**src/rtl/button_conditioner.sv**
```systemverilog
// button_conditioner: 2-flop sync, debounce and rise detection for six board buttons,
// fixed-priority direction arbitration. Optional macro PAUSE_TOGGLE_EN latches pause.
`default_nettype none

module button_conditioner #(
  parameter int DEBOUNCE_CYCLES = 50000
) (
  input  logic       clk,
  input  logic       rst_n,
  input  logic [5:0] i_btn,
  output logic [5:0] o_level,
  output logic [5:0] o_press,
  output logic       o_pause,
  output logic       o_restart
);

  localparam int CW = $clog2(DEBOUNCE_CYCLES);
  localparam logic [CW-1:0] CNT_MAX = CW'(DEBOUNCE_CYCLES - 1);

  logic [5:0] stable_vec;
  logic [5:0] rise_next;
  logic [3:0] dir_grant;
  logic [5:0] press;

  for (genvar i = 0; i < 6; i++) begin : g_bit
    logic          sync1;
    logic          sync2;
    logic          stable;
    logic [CW-1:0] cnt;
    logic          accept;

    assign accept = (sync2 != stable) && (cnt == CNT_MAX);

    always_ff @(posedge clk or negedge rst_n) begin
      if (!rst_n) begin
        sync1  <= 1'b0;
        sync2  <= 1'b0;
        stable <= 1'b0;
        cnt    <= '0;
      end else begin
        sync1 <= i_btn[i];
        sync2 <= sync1;
        // Any return to the stable value restarts the count, so bounces never accumulate.
        if (sync2 == stable) begin
          cnt <= '0;
        end else if (accept) begin
          stable <= sync2;
          cnt    <= '0;
        end else begin
          cnt <= cnt + 1'b1;
        end
      end
    end

    assign stable_vec[i] = stable;
    // Rise is taken from the accepting edge so the pulse lands with the new level.
    assign rise_next[i]  = accept & sync2;
  end

  always_comb begin
    dir_grant = 4'b0000;
    if (rise_next[0])      dir_grant = 4'b0001;
    else if (rise_next[1]) dir_grant = 4'b0010;
    else if (rise_next[2]) dir_grant = 4'b0100;
    else if (rise_next[3]) dir_grant = 4'b1000;
  end

  always_ff @(posedge clk or negedge rst_n) begin
    if (!rst_n) begin
      press <= 6'b000000;
    end else begin
      press <= {rise_next[5:4], dir_grant};
    end
  end

`ifdef PAUSE_TOGGLE_EN
  logic pause_q;

  always_ff @(posedge clk or negedge rst_n) begin
    if (!rst_n) begin
      pause_q <= 1'b0;
    end else if (press[5]) begin
      pause_q <= 1'b0;
    end else if (press[4]) begin
      pause_q <= ~pause_q;
    end
  end

  assign o_pause = pause_q;
`else
  assign o_pause = stable_vec[4];
`endif

  assign o_level   = stable_vec;
  assign o_press   = press;
  assign o_restart = stable_vec[5];

endmodule

`default_nettype wire
```
**config.mk**
```make
export PLATFORM = sky130hd
export DESIGN_NAME = button_conditioner
export DESIGN_NICKNAME = d
export VERILOG_FILES = /design/src/rtl/button_conditioner.sv
export SDC_FILE = /design/constraint.sdc
export NUM_CORES = 1
export LEC_CHECK = 0
export ABC_AREA = 1
export BUFFER_PORTS_ARGS = -buffer_cell sky130_fd_sc_hd__buf_2
export CORE_AREA = 2 2 106 108
export CTS_BUF_LIST = sky130_fd_sc_hd__clkbuf_4 sky130_fd_sc_hd__clkbuf_8
export CTS_CLUSTER_DIAMETER = 200
export DETAILED_ROUTE_END_ITERATION = 6
export DIE_AREA = 0 0 108 110
export GPL_ROUTABILITY_DRIVEN = 0
export HOLD_SLACK_MARGIN = 0.06
export PLACE_DENSITY = 0.8
export SYNTH_ARGS = -nofsm -noshare
export SYNTH_HDL_FRONTEND = slang
export SYNTH_SLANG_ARGS = --single-unit
```
**constraint.sdc**
```tcl
create_clock -name clk -period 1.68 [get_ports clk]
set_clock_uncertainty 0.1 [all_clocks]
set_input_delay 0.336 -clock clk [delete_from_list [all_inputs] [get_ports clk]]
set_output_delay 0.336 -clock clk [all_outputs]
set_load 0.02 [all_outputs]
```
==> results.yml <==
run:
  cap_violations: 0
critical_path:
  crit_required_ps: 1920
  critical-path-max-stage-delay_ps: 380
  worstSetupEndpointType: "register"
  critPathLaunch: "g_bit[4].cnt[0]$_DFF_PN0_"
  rrSetupSlack_ps: 90
  worstRegToRegCells: 8
  arrival_ps: 1830
  path_class: "reg2reg"
  crit_family: "simple AND/OR/NAND/NOR gates"
  r2r_end: "o_pause$_DFFE_PN0P_"
  crit_fanout: 6
  path_cells: "ha_1, nand2_1, nor2_2, inv_1, nor2_2, nand2_2, o21ai_1, nand2_1"
  cpMaxStageDelayCell: "dfrtp_1"
  critPathLaunchType: "register"
  path_buf_inv: 1
  reg2reg_from: "g_bit[4].cnt[0]$_DFF_PN0_"
min_path:
  min_path_type: "in2async"
grt:
  grt_max_degree: 49
  grt_use_total: 0.216
  antenna_found_initial: 0
  grt_pass1_wl_mm: 20.0
  gr-total-overflow: 0
  grt_pass1_vias: 4494
place:
  place_area_mm2: 0.00631
  io_buffers: 21
  hpwl_mm: 8.33
finish:
  layout.nets: 800
  drive_above_1_share: 0.136
  final_common_cell: "nor2_1"
  antenna_cells: 0
  fin_area_mm2: 0.00683
  syn2layout_area_growth_pct: 13.5
  final_cell_mix: "nor2_1, nand2_1, dfrtp_1"
logic_synthesis:
  synth_area_mm2: 0.00602
  synth_seq_cells: 120
  synth_area_leader_cell: "dfrtp_1"
  synth.distinct_cells: 29
  ys_top_cells_by_area: "dfrtp_1, nor2_1, nand2_1"
  ys_seq_area_frac: 0.499
  synth_top_area_frac: 0.499
  synth_nets: 756
  syn_inst: 742
  yosysWarningCount: 0
  syn_avg_cell_area_um2: 8.11
pwr:
  p_per_area_mw_per_mm2: 849
  p_leak_nw: 3.20
  peakVddDrop_mv: 0.605
routing:
  wl_met3_um: 489
  wl_met2_mm: 5.78
  drt-wirelength-per-cell_um: 12.5
  drtIter0Drc: 367
  ant_nets: 0
  routed.top_layer: "met4"
  routed_wl_mm: 11.7
  viasPerCell: 5.11
  firstDrtPassIters: 5
  num_vias: 4795
  drt-met1-wl_mm: 5.24
  drc: 0
cts:
  h-tree-depth: 4
  cts_setup_buffers: 0
  cts_root_buf: "clkbuf_8"
  cts-buffers-inserted: 17
  worst_skew_pair.late_latency_ps: 440
  clk_pin_slew_ps: 70
  cts_tree: "yes"
  clock-sinks: 120
  cts_buffer_depth: 2
sta:
  setup_tns_ps: 0
  timing.slew.headroom: 0.734
  fin_crit_ps: 1590
  fin_crit_sh: 0.946
  tightest_slew_ps: 399
  setup-violations-final: 0
  max_freq_mhz: 629
  hold_viol_final: 0
  slew_violations: 0
floorplanning:
  die_area_mm2: 0.0119
  core_area_mm2: 0.0107
  io_pins: 22
  initial_utilization: 0.563
  die_w_um: 108
  core.rowCount: 38
  fp.dieH_um: 110
run_status:
  status: "finished, final reports clean"
area by class of cell:
| cell class | instances | area, um^2 |
|---|---|---|
| clock buffer | 19 | 255 |
| clock inverter | 13 | 148 |
| fill | 843 | 3860 |
| inverter | 94 | 353 |
| multi-input combinational | 522 | 2680 |
| sequential | 120 | 3000 |
| tap | 140 | 175 |
| timing repair buffer | 31 | 225 |
cells in the mapped netlist (all sizes together):
master / number
nor3b: 3
nor2: 177
inv: 94
nand4: 17
a21oi: 12
o21bai: 2
o21ai: 8
ha: 6
nand3: 60
a211oi: 2
nand2: 154
nor3: 27
buf: 6
dfrtp: 120
nand3b: 3
a21o: 1
xor2: 39
or2: 3
xnor2: 8
what timing repair did:
| action | CTS | global route |
|---|---|---|
| resized for setup | 0 | 16 |
| endpoints found under the hold margin | 126 | 0 |
| endpoints found under the setup margin | 0 | 42 |
| hold buffers | 7 | 0 |
state kept, by name, summed over array words and instances (netlist names):
| register | count |
|---|---|
| g_bit.sync1 | 6 |
| o_pause | 1 |
| o_restart | 1 |
| g_bit.stable | 4 |
| g_bit.cnt | 96 |
| g_bit.sync2 | 6 |
| o_press | 6 |
report_power, final:
part           internal, W  switching [W]
logic            0.0000746       0.000147
registers          0.00294      0.0000404
clock network      0.00138        0.00122
per-stage QoR:
stage | hold WS, ps | power, W | std cells | util | worst slack (ps)
4_1_cts | 184 | 0.00586 | 939 | 0.634 | 11.8
3_5_place_dp | 125 | 0.00325 | 900 | 0.589 | 41.7
5_1_grt | 210 | 0.00603 | 939 | 0.639 | -2.62
2_1_floorplan | -59.6 | 0.00313 | 742 | - | 178
3_3_place_gp | 123 | 0.00323 | 900 | 0.589 | 139
6_report | 202 | 0.00580 | 939 | 0.639 | 90.3
how the worst max path moves through the flow:
| stage | slack [ps] | cells after the start | to |
|---|---|---|---|
| global route | -3 | 8 | g_bit[2].cnt[4]$_DFF_PN0_ |
| finish | 90 | 8 | o_pause$_DFFE_PN0P_ |
| global placement | 140 | 8 | g_bit[2].cnt[4]$_DFF_PN0_ |
| floorplan | 180 | 8 | g_bit[2].cnt[4]$_DFF_PN0_ |
| CTS | 10 | 8 | g_bit[4].cnt[9]$_DFF_PN0_ |
| detailed placement | 40 | 8 | g_bit[4].cnt[9]$_DFF_PN0_ |
metal layers:
metal  up-vias  track usage
li1       2405            -
met1      2259        0.279
met2       109        0.344
met3        22       0.0617
met4         0       0.0888
met5         -            0
worst register-to-register path, cell delays in order (launching register included):
cell,delay (ps)
dfrtp_1,380
ha_1,180
nand2_1,100
nor2_2,160
inv_1,80
nor2_2,150
nand2_2,130
o21ai_1,150
nand2_1,60
logic make-up (layout without fill, tap and decap cells):
group           Yosys count  in the layout  share of synthesized area
compound gates           25             25                     0.0285
simple gates            444            444                      0.321
fa+ha+maj                 6              6                     0.0125
flops                   120            120                      0.499
buf+inv                 100            157                     0.0661
xor+xnor                 47             47                     0.0734
Power figures use the tool's default switching activity.
